$ cat src/rtl/line_fill_buffer.sv
`default_nettype none
// ============================================================================
// Module   : line_fill_buffer
// Brief    : Assembles one cache line from a critical-word-first wrapped
//            memory burst. Forwards the critical word as soon as it arrives,
//            then presents the whole line for a single-cycle array write.
// Revision : 1.0 - initial release
// ============================================================================
module line_fill_buffer #(
    parameter int WORDS = 8,
    parameter int DW    = 32,
    parameter int AW    = 32
) (
    input  logic                clk,
    input  logic                resetn,
    input  logic                fill_start,
    input  logic [AW-1:0]       fill_addr,
    output logic                fill_busy,
    output logic                mem_req,
    output logic [AW-1:0]       mem_addr,
    input  logic                mem_rdy,
    input  logic                mem_rvalid,
    input  logic [DW-1:0]       mem_rdata,
    output logic                crit_valid,
    output logic [DW-1:0]       crit_word,
    output logic                line_valid,
    output logic [WORDS*DW-1:0] line_data,
    output logic [AW-1:0]       line_addr
);

    // Address split: | line base | word offset | byte-in-word |
    localparam int OW  = $clog2(WORDS);
    localparam int BW  = $clog2(DW / 8);
    localparam int LSB = OW + BW;

    localparam logic [1:0] c_IDLE = 2'd0;
    localparam logic [1:0] c_REQ  = 2'd1;
    localparam logic [1:0] c_RECV = 2'd2;
    localparam logic [1:0] c_DONE = 2'd3;

    localparam logic [OW-1:0] c_LAST_CNT = OW'(WORDS - 1);

    logic [1:0]        r_state;
    logic [1:0]        w_next_state;
    logic [OW-1:0]     r_offset;
    logic [OW-1:0]     r_cnt;
    logic [AW-LSB-1:0] r_base;
    logic [DW-1:0]     r_line [WORDS];
    logic [DW-1:0]     r_crit_word;
    logic              r_crit_valid;

    logic              w_accept;
    logic              w_beat;
    logic              w_last;
    logic [OW-1:0]     w_idx;
    logic              w_unused;

    // Byte-within-word bits of the miss address carry no information here.
    assign w_unused = ^fill_addr[BW-1:0];

    assign w_accept = (r_state == c_IDLE) && fill_start;
    assign w_beat   = (r_state == c_RECV) && mem_rvalid;
    assign w_last   = w_beat && (r_cnt == c_LAST_CNT);
    // Wrapped word index: OW-bit add wraps modulo WORDS for free.
    assign w_idx    = r_offset + r_cnt;

    // State register
    always_ff @(posedge clk) begin
        if (!resetn) begin
            r_state <= c_IDLE;
        end else begin
            r_state <= w_next_state;
        end
    end

    // Next-state logic: IDLE -> REQ -> RECV -> DONE -> IDLE
    always_comb begin
        w_next_state = r_state;
        case (r_state)
            c_IDLE:  if (fill_start) w_next_state = c_REQ;
            c_REQ:   if (mem_rdy)    w_next_state = c_RECV;
            c_RECV:  if (w_last)     w_next_state = c_DONE;
            c_DONE:                  w_next_state = c_IDLE;
            default:                 w_next_state = c_IDLE;
        endcase
    end

    // State-decoded outputs
    always_comb begin
        fill_busy  = (r_state != c_IDLE);
        mem_req    = (r_state == c_REQ);
        line_valid = (r_state == c_DONE);
    end

    // Datapath: latch miss address, steer beats into the line, capture critical word
    always_ff @(posedge clk) begin
        if (!resetn) begin
            r_offset     <= '0;
            r_base       <= '0;
            r_cnt        <= '0;
            r_crit_word  <= '0;
            r_crit_valid <= 1'b0;
            for (int k = 0; k < WORDS; k++) begin
                r_line[k] <= '0;
            end
        end else begin
            r_crit_valid <= 1'b0;
            if (w_accept) begin
                r_offset <= fill_addr[LSB-1:BW];
                r_base   <= fill_addr[AW-1:LSB];
                r_cnt    <= '0;
            end
            if (w_beat) begin
                r_line[w_idx] <= mem_rdata;
                r_cnt         <= r_cnt + 1'b1;
                if (r_cnt == '0) begin
                    r_crit_word  <= mem_rdata;
                    r_crit_valid <= 1'b1;
                end
            end
        end
    end

    assign mem_addr   = {r_base, r_offset, {BW{1'b0}}};
    assign line_addr  = {r_base, {LSB{1'b0}}};
    assign crit_word  = r_crit_word;
    assign crit_valid = r_crit_valid;

    generate
        for (genvar k = 0; k < WORDS; k++) begin : g_line_flat
            assign line_data[DW*k +: DW] = r_line[k];
        end
    endgenerate

endmodule
`default_nettype wire

$ cat config.mk
export PLATFORM = sky130hd
export DESIGN_NAME = line_fill_buffer
export DESIGN_NICKNAME = d
export VERILOG_FILES = /design/src/rtl/line_fill_buffer.sv
export SDC_FILE = /design/constraint.sdc
export NUM_CORES = 1
export LEC_CHECK = 0
export BUFFER_PORTS_ARGS = -buffer_cell sky130_fd_sc_hd__buf_2
export CAP_MARGIN = 20
export CORE_MARGIN = 2
export CORE_UTILIZATION = 30
export DETAILED_ROUTE_END_ITERATION = 7
export PLACE_DENSITY_LB_ADDON = 0.12
export REMOVE_ABC_BUFFERS = 1
export SLEW_MARGIN = 40
export SYNTH_ARGS = -nofsm -noshare
export SYNTH_HDL_FRONTEND = slang
export SYNTH_SLANG_ARGS = --single-unit
$ cat constraint.sdc
create_clock -name clk -period 6.95 [get_ports clk]
set_input_delay 0.695 -clock clk [delete_from_list [all_inputs] [get_ports clk]]
set_output_delay 0.695 -clock clk [all_outputs]
set_load 0.02 [all_outputs]
==> flow_metrics.py, run 1 <==
metrics = {
    "synth": {
        "synthFlopType": "edfxtp_1",
        "netlist_instances": 910,
        "avgSynthCellArea_um2": 13.7,
        "synth.most_common_cell": "and2_1",
        "seq_area_frac_synth": 0.725,
        "yosys-top-cells-area": "edfxtp_1 62%, and2_1 13%, dfxtp_1 11%, nand2_1 3.8%, a21oi_1 2.6%",
        "synthTopCellsByCount": "257 x and2_1, 256 x edfxtp_1, 127 x nand2_1",
        "synth_top_area_share": 0.616,
        "netlist_area_um2": 12500,
        "synthArstFlopShare": 0,
        "synth_cell_types": 30,
        "synth_warnings": 0,
        "synth_seq_cells": 324,
        "synth_top_area_cell": "edfxtp_1",
        "synth_edf_count": 256,
    },
    "cts": {
        "ctsResizeCount": 0,
        "cts_buffers": 38,
        "cts_sinks": 324,
        "h-tree-depth": 2,
        "cts_tree": "yes",
        "clock_latency_ps": 540,
        "post-cts-setup-buffer-count": 0,
        "clockRootBuffer": "clkbuf_16",
        "clockBufferDepth": 3,
        "hold_buffers": 0,
        "cts.reportedPaths.clkPinSlew_ps": 60,
    },
    "floorplan": {
        "ios": 425,
        "die_area_um2": 43300,
        "die_w_um": 208,
        "start_util": 0.305,
        "die_h_um": 208,
        "core_um2": 40900,
        "row_count": 74,
    },
    "route": {
        "drtIter0Drc": 427,
        "drc": 0,
        "avgRoutedWirePerCell_um": 21.5,
        "vias": 8227,
        "first_pass_iters": 6,
        "via_per_inst": 4.41,
        "drtAntennaViolNets": 0,
        "drt_wl_total_um": 40100,
    },
    "sta": {
        "fin_crit_sh": 0.469,
        "clock.fmax_mhz": 307,
        "period_needed_ps": 3260,
        "drv_slew": 0,
        "fin_setup_tns_ps": 0,
        "worst_pin_slew_ps": 650,
        "hold_viol_final": 0,
        "grt_setup_unrepaired": "false",
        "relSlewSlack": 0.565,
        "finalSetupViolCount": 0,
        "finClkSkew_ps": 16.0,
        "setup_ws_ps": 3690,
    },
    "worst_setup_path": {
        "worstPathArrival_ps": 3460,
        "crit_end": "r_line[5][22]$_SDFFCE_PN0P_",
        "worst_setup_path_end_kind": "flop",
        "rr_startpoint": "r_cnt[0]$_SDFFE_PN0P_",
        "crit_fanout": 33,
        "cp-start-kind": "flop",
        "required_ps": 7160,
        "cp-startpoint": "r_cnt[0]$_SDFFE_PN0P_",
        "r2r_end": "r_line[5][22]$_SDFFCE_PN0P_",
        "reg2reg_depth": 8,
        "r2r_slack_ps": 3690,
        "critPathKind": "reg -> reg",
    },
    "placement": {
        "io_buffer_count": 415,
        "dp_hpwl_um": 25200,
        "place_congestion": 0.731,
        "dpl_worst_slack_ps": 3540,
    },
    "power": {
        "peakVddDrop_uv": 206,
        "cellLeakagePower_nw": 7.00,
        "powerDensity_nw_per_um2": 308,
    },
    "flow_run": {
        "drv_cap": 0,
    },
    "grt": {
        "grt_use_total": 0.182,
        "grt_pass1_vias": 8089,
        "antenna_found_initial": 1,
        "grt_start_max_net_pins": 68,
        "grt.overflow.total": 0,
        "grt_pass1_wl_um": 57600,
    },
    "layout": {
        "final_util": 0.393,
        "nets": 1383,
        "drive_gt1_frac": 0.378,
        "antenna_cells": 0,
        "synthToLayoutAreaGrowth_pct": 29.0,
    },
    "worst_hold_path": {
        "holdCritStartpoint": "fill_addr[25]",
        "hp-class": "in -> reg",
    },
    "run_status": {
        "status": "finished clean",
    },
}
==> critical path, stage by stage, from the launching register on <==
cell and delay (ps):
dfxtp_1 380, ha_1 170, inv_1 50, fa_1 490
nand3_1 300, nor3_4 210, buf_4 400, nand2b_2 510
buf_4 410
==> stage by stage <==
stage	cells	total power, W	area (µm²)	hold slack [ps]
2_1_floorplan	835	0.00272	12000	465
3_3_place_gp	1797	0.00305	14900	438
3_5_place_dp	1797	0.00306	14900	443
4_1_cts	1866	0.00503	16100	357
5_1_grt	1866	0.00516	16100	370
6_report	1866	0.00495	16100	397
==> per-layer routing <==
metal	up-vias	track usage	share of wire
met1	3985	0.230	0.41
met5	-	0	0
met2	345	0.305	0.49
li1	3846	-	-
met3	51	0.0533	0.079
met4	0	0.0487	0.021
==> power by group <==
part | leakage [nW] | switching (W) | internal [W] | total, W
logic | 3.21 | 0.000531 | 0.000198 | 0.000728
registers | 3.20 | 0.0000565 | 0.00221 | 0.00227
clock network | 0.591 | 0.000792 | 0.00116 | 0.00195
==> cell families after synthesis <==
| family | share of synthesized area |
|---|---|
| AO/OA/AOI/OAI | 0.0291 |
| XOR/XNOR | 0.00381 |
| adder cells (fa/ha/maj) | 0.00962 |
| buffers and inverters | 0.0456 |
| flip-flops | 0.725 |
| other | 0.000300 |
| AND/OR/NAND/NOR | 0.187 |
==> cells in the final DEF (no fill, tap or decap), drive strengths merged <==
master / count
clkinv: 14
and2: 257
and4b: 1
o31ai: 2
inv: 9
nor2: 1
xnor3: 1
nor2b: 2
nand3b: 1
edfxtp: 256
a21oi: 66
conb: 7
fa: 1
nand4b: 1
nand2b: 9
or4b: 1
bufinv: 3
dfxtp: 68
ha: 8
nor3: 8
nand3: 7
clkbuf: 50
clkinvlp: 1
buf: 430
o311a: 1
a21boi: 1
nand2: 127
xor3: 1
==> flip-flops by register name (all words and copies together), names as in the netlist <==
register	cells
crit_word	32
crit_valid	1
r_state	2
r_cnt	3
r_line	256
r_offset	3
r_base	27
==> how the worst min path moves through the flow <==
stage | slack [ps] | cells past startpoint | endpoint
after detailed placement | 440 | 2 | crit_word[1]$_SDFFE_PN0P_
after floorplan | 460 | 2 | r_cnt[1]$_SDFFE_PN0P_
after CTS | 360 | 3 | r_base[0]$_SDFFE_PN0P_
after global routing | 370 | 3 | r_base[20]$_SDFFE_PN0P_
final | 400 | 3 | r_base[20]$_SDFFE_PN0P_
after global placement | 440 | 2 | crit_word[22]$_SDFFE_PN0P_
==> area by class of cell <==
cell class	instances	area, µm²
clock buffers	50	1040
well taps	532	666
inverters	8	30.0
flip-flops and latches	324	9050
clock inverters	19	168
fillers	4031	24800
multi-input cells	503	2960
repair buffers	430	2190
Note: power is estimated with default switching activity, not from simulation.
==> inputs of run 2 (changes only) <==
==> constraint.sdc (replaced) <==
create_clock -name clk -period 3.3 [get_ports clk]
set_input_delay 0.33 -clock clk [delete_from_list [all_inputs] [get_ports clk]]
set_output_delay 0.33 -clock clk [all_outputs]
set_load 0.02 [all_outputs]
==> run 2 against run 1 <==
First-iteration DRC count fell by 9.1%. Routed wire length rose by 0.71%. Clock skew shrank 1.1 ps. Global-route usage up 0.14 points.
==> flow_metrics.py, run 2 (synthesis gave the netlist of run 1 again) <==
metrics = {
    "run_status": {
        "status": "finished clean",
    },
    "power": {
        "peakVddDrop_uv": 343,
        "swShare": 0.275,
        "p_int_w": 0.00773,
        "cellLeakagePower_nw": 7.14,
        "p_comb_frac": 0.148,
        "powerDensity_nw_per_um2": 650,
        "power_frac_clock": 0.404,
        "seqPwrFrac": 0.448,
        "power_switching_w": 0.00293,
    },
    "layout": {
        "largest_reg_flops": 256,
        "drive_gt1_frac": 0.380,
        "layout_common_cells": "415 x buf_2, 256 x and2_1, 256 x edfxtp_1",
        "nets": 1407,
        "final_cells": 1892,
        "multi_input_area_um2": 2940,
        "final_util": 0.401,
        "layout_commonest_cell": "buf_2",
        "regMostFlops": "r_line",
        "regArea_um2": 9050,
        "synthToLayoutAreaGrowth_pct": 31.5,
        "fin_area_um2": 16400,
        "num-fill-cells": 3909,
    },
    "worst_setup_path": {
        "worst_setup_path_end_kind": "flop",
        "worstPathArrival_ps": 2800,
        "required_ps": 3530,
        "crit_buf_inv": 2,
        "cp_top_family": "simple AND/OR/NAND/NOR gates",
        "slowest_delay_ps": 480,
        "cp-start-kind": "flop",
        "critPathKind": "reg -> reg",
        "crit_fanout": 24,
        "cp_slowest_cell": "fa_1",
        "path_cells": "ha_1 -> inv_1 -> fa_1 -> nand3_1 -> nor3_4 -> nand2b_2 -> buf_12",
    },
    "route": {
        "drt_wl_total_um": 40400,
        "via_per_inst": 4.37,
        "drtIter0Drc": 388,
        "drtAntennaViolNets": 0,
        "avgRoutedWirePerCell_um": 21.3,
        "first_pass_iters": 4,
        "drc": 0,
        "vias": 8276,
    },
    "cts": {
        "cts_buffers": 38,
        "clockBufferDepth": 3,
        "clockRootBuffer": "clkbuf_16",
        "clock_latency_ps": 540,
        "h-tree-depth": 2,
        "cts_sinks": 324,
        "cts_tree": "yes",
        "post-cts-setup-buffer-count": 0,
        "cts.reportedPaths.clkPinSlew_ps": 60,
    },
    "floorplan": {
        "start_util": 0.305,
        "die_h_um": 208,
        "core_um2": 40900,
        "row_count": 74,
        "ios": 425,
        "die_area_um2": 43300,
        "die_w_um": 208,
    },
    "worst_hold_path": {
        "hp-class": "in -> reg",
    },
    "sta": {
        "drv_slew": 0,
        "finalSetupViolCount": 0,
        "period_needed_ps": 2580,
        "fin_crit_sh": 0.781,
        "hold_viol_final": 0,
        "worst_pin_slew_ps": 601,
        "finClkSkew_ps": 14.9,
        "relSlewSlack": 0.599,
        "grt_setup_unrepaired": "false",
        "clock.fmax_mhz": 388,
    },
    "placement": {
        "place_congestion": 0.733,
        "io_buffer_count": 415,
        "dp_hpwl_um": 25700,
        "dpl_cell_area_um2": 15000,
        "dp_cells": 1808,
    },
    "flow_run": {
        "drv_cap": 0,
    },
    "grt": {
        "grt_pass1_wl_um": 57900,
        "antenna_found_initial": 1,
        "grt_start_max_net_pins": 44,
        "grt.overflow.total": 0,
        "grt_use_total": 0.184,
        "grt_pass1_vias": 8091,
    },
}
## run 2: cell types whose count changed in the layout (fill, tap and decap cells not counted), sizes merged
cell	before	now
dlygate4sd3	0	13
buf	430	441
clkinv	14	12
clkinvlp	1	3
bufinv	3	4
clkbuf	50	51
diode	0	1
inv	9	8
## run 2: metal layers
metal  up-vias  track usage  routed length (µm)
li1       3890            -                   -
met1      3991        0.238               17100
met2       343        0.304               19500
met3        52       0.0463                2950
met4         0       0.0536                 813
met5         -            0                   0
## run 2: final timing paths
check | slack [ps] | to | depth (start not counted) | startpoint
setup reg to reg | 720 | r_line[5][8]$_SDFFCE_PN0P_ | 7 | r_cnt[0]$_SDFFE_PN0P_
hold / removal | 40 | r_base[15]$_SDFFE_PN0P_ | 3 | fill_addr[20]
setup / recovery | 720 | r_line[5][8]$_SDFFCE_PN0P_ | 7 | r_cnt[0]$_SDFFE_PN0P_
hold reg to reg | 450 | crit_word[8]$_SDFFE_PN0P_ | 2 | crit_word[8]$_SDFFE_PN0P_
## run 2: final cells by class
type | instances | share of cell area
well taps | 532 | 0.0405
repair buffers | 454 | 0.149
clock inverters | 19 | 0.0119
inverters | 8 | 0.00183
diodes | 1 | 0.000152
clock buffers | 51 | 0.0660
multi-input cells | 503 | 0.179
flip-flops and latches | 324 | 0.551
## run 2: what timing repair did
item | 4_1_cts | 5_1_grt
endpoints found under the hold margin | 13 | 0
hold buffers | 13 | 0
gates resized for setup | 0 | 0
setup endpoints to repair | 0 | 0
## run 2: power by group through the flow
stage                     registers, W  clock network [W]  logic [W]
after detailed placement       0.00486                  0    0.00160
final                          0.00478            0.00430    0.00158
after CTS                      0.00478            0.00442    0.00162
after global placement         0.00486                  0    0.00160
after floorplan                0.00525                  0   0.000482
after global routing           0.00481            0.00459    0.00172
## run 2: tightest hold or removal path: cells and delay by family
kind | cells | cell delay [ps]
buffers and inverters | 1 | 90
AND/OR/NAND/NOR | 1 | 40
AO/OA/AOI/OAI | 1 | 50
## run 2: per-stage QoR
step	power (W)	hold slack, ps	setup slack (ps)	setup TNS [ps]
after floorplan	0.00573	461	-190	-16980
after global placement	0.00646	441	720	0
after detailed placement	0.00647	444	703	0
after CTS	0.0108	0.615	700	0
after global routing	0.0111	27.9	574	0
final	0.0107	35.8	724	0
==> inputs of run 3 (changes only) <==
==> constraint.sdc (replaced) <==
create_clock -name clk -period 2.6 [get_ports clk]
set_input_delay 0.26 -clock clk [delete_from_list [all_inputs] [get_ports clk]]
set_output_delay 0.26 -clock clk [all_outputs]
set_load 0.02 [all_outputs]
==> run 3 against run 2 <==
Global-route usage hardly changed. Via count is 1.6% higher. Total power is 26% higher. Die area stayed put. Final cell count is 1.7% higher.
==> flow_metrics.py, run 3 (synthesis gave the netlist of run 1 again) <==
metrics = {
    "floorplan": {
        "die_w_um": 208,
        "start_util": 0.305,
        "row_count": 74,
        "core_um2": 40900,
        "ios": 425,
        "die_h_um": 208,
        "die_area_um2": 43300,
    },
    "power": {
        "p_int_w": 0.00972,
        "powerDensity_nw_per_um2": 799,
        "power_switching_w": 0.00368,
        "peakVddDrop_uv": 470,
        "power_frac_clock": 0.393,
        "cellLeakagePower_nw": 7.33,
        "p_comb_frac": 0.154,
        "seqPwrFrac": 0.453,
        "p_total_w": 0.0134,
        "swShare": 0.275,
    },
    "sta": {
        "setup_ws_ps": 222,
        "grt_setup_unrepaired": "false",
        "period_needed_ps": 2380,
        "relSlewSlack": 0.583,
        "worst_pin_slew_ps": 624,
        "fin_crit_sh": 0.914,
        "drv_slew": 0,
        "finalSetupViolCount": 0,
        "clock.fmax_mhz": 421,
        "finClkSkew_ps": 11.4,
        "hold_viol_final": 0,
    },
    "grt": {
        "grt_start_max_net_pins": 43,
        "grt_pass1_wl_um": 58000,
        "grt.overflow.total": 0,
        "grt_pass1_vias": 8315,
        "antenna_found_initial": 2,
        "grt_use_total": 0.183,
    },
    "route": {
        "first_pass_iters": 4,
        "drt_wl_total_um": 40200,
        "via_per_inst": 4.37,
        "drtIter0Drc": 444,
        "vias": 8407,
        "avgRoutedWirePerCell_um": 20.9,
        "drc": 0,
        "drtAntennaViolNets": 0,
    },
    "worst_setup_path": {
        "required_ps": 2830,
        "worst_setup_path_end_kind": "flop",
        "crit_fanout": 22,
        "critPathKind": "reg -> reg",
        "worstPathArrival_ps": 2600,
        "cp-start-kind": "flop",
    },
    "layout": {
        "synthToLayoutAreaGrowth_pct": 34.5,
        "largest_reg_flops": 256,
        "drive_gt1_frac": 0.383,
        "regMostFlops": "r_line",
        "layout_commonest_cell": "buf_2",
        "nets": 1440,
        "final_cells": 1925,
        "layout_common_cells": "415 x buf_2, 257 x and2_1, 256 x edfxtp_1",
    },
    "cts": {
        "clock_latency_ps": 540,
        "h-tree-depth": 2,
        "cts_sinks": 324,
        "clockRootBuffer": "clkbuf_16",
        "cts.reportedPaths.clkPinSlew_ps": 60,
        "clockBufferDepth": 3,
        "post-cts-setup-buffer-count": 0,
        "cts_buffers": 37,
        "cts_tree": "yes",
    },
    "flow_run": {
        "drv_cap": 0,
    },
    "placement": {
        "dpl_worst_slack_ps": 216,
        "place_congestion": 0.728,
        "dp_hpwl_um": 27600,
        "dp_cells": 1824,
        "io_buffer_count": 415,
    },
    "worst_hold_path": {
        "hp-class": "in -> reg",
    },
    "run_status": {
        "status": "finished clean",
    },
}
-- run 3: cell types whose count changed in the layout (fill, tap and decap cells not counted), sizes merged --
| cell | previous run | this run |
|---|---|---|
| clkinvlp | 3 | 1 |
| buf | 441 | 457 |
| clkinv | 12 | 8 |
| bufinv | 4 | 2 |
| dlygate4sd3 | 13 | 31 |
| clkbuf | 51 | 56 |
| inv | 8 | 9 |
| diode | 1 | 2 |
-- run 3: timing repair --
action | CTS | global route
endpoints found under the hold margin | 31 | 0
hold buffers | 31 | 0
gates resized for setup | 0 | 0
-- run 3: through the flow --
| step | utilization | cell area (µm²) | TNS (ps) | hold WS [ps] |
|---|---|---|---|---|
| 2_1_floorplan | - | 12000 | -188170 | 391 |
| 3_3_place_gp | 0.372 | 15200 | 0 | 440 |
| 3_5_place_dp | 0.372 | 15200 | 0 | 444 |
| 4_1_cts | 0.410 | 16800 | 0 | 2.27 |
| 5_1_grt | 0.410 | 16800 | 0 | 9.25 |
| 6_report | 0.410 | 16800 | 0 | 34.1 |
-- run 3: final cells by class --
| type | instances | area (µm²) |
|---|---|---|
| flip-flops and latches | 324 | 9050 |
| clock buffers | 56 | 1120 |
| clock inverters | 12 | 118 |
| fillers | 3953 | 24100 |
| well taps | 532 | 666 |
| multi-input cells | 503 | 2940 |
| repair buffers | 488 | 2870 |
| inverters | 8 | 30.0 |
| diodes | 2 | 5.00 |
-- run 3: routing by layer --
metal  vias to the layer above  routed length (µm)  track usage
met5                         -                   0            0
met2                       331               19800        0.311
li1                       3960                   -            -
met3                        43                2790       0.0524
met4                         0                 652       0.0428
met1                      4073               17000        0.231
-- run 3: worst max-delay path, stage by stage, from the launching register on --
cell      delay (ps)
dfxtp_1          370
ha_1             160
inv_1             50
fa_1             400
xor3_1           370
nor3_4           260
nand2b_2         220
buf_12           220
-- run 3: power groups by stage --
stage / sequential [W] / combinational, W / clock, W
floorplan: 0.00666 / 0.000612 / 0
global placement: 0.00617 / 0.00208 / 0
detailed placement: 0.00618 / 0.00208 / 0
CTS: 0.00607 / 0.00212 / 0.00542
global route: 0.00610 / 0.00225 / 0.00564
finish: 0.00607 / 0.00207 / 0.00527
-- run 3: path summary, 6_finish.rpt --
path	start	depth (start not counted)	slack (ps)	end
setup / recovery	r_cnt[0]$_SDFFE_PN0P_	7	220	r_line[5][27]$_SDFFCE_PN0P_
hold / removal	mem_rdata[7]	3	30	crit_word[7]$_SDFFE_PN0P_
setup reg to reg	r_cnt[0]$_SDFFE_PN0P_	7	220	r_line[5][27]$_SDFFCE_PN0P_
hold reg to reg	crit_word[25]$_SDFFE_PN0P_	2	450	crit_word[25]$_SDFFE_PN0P_
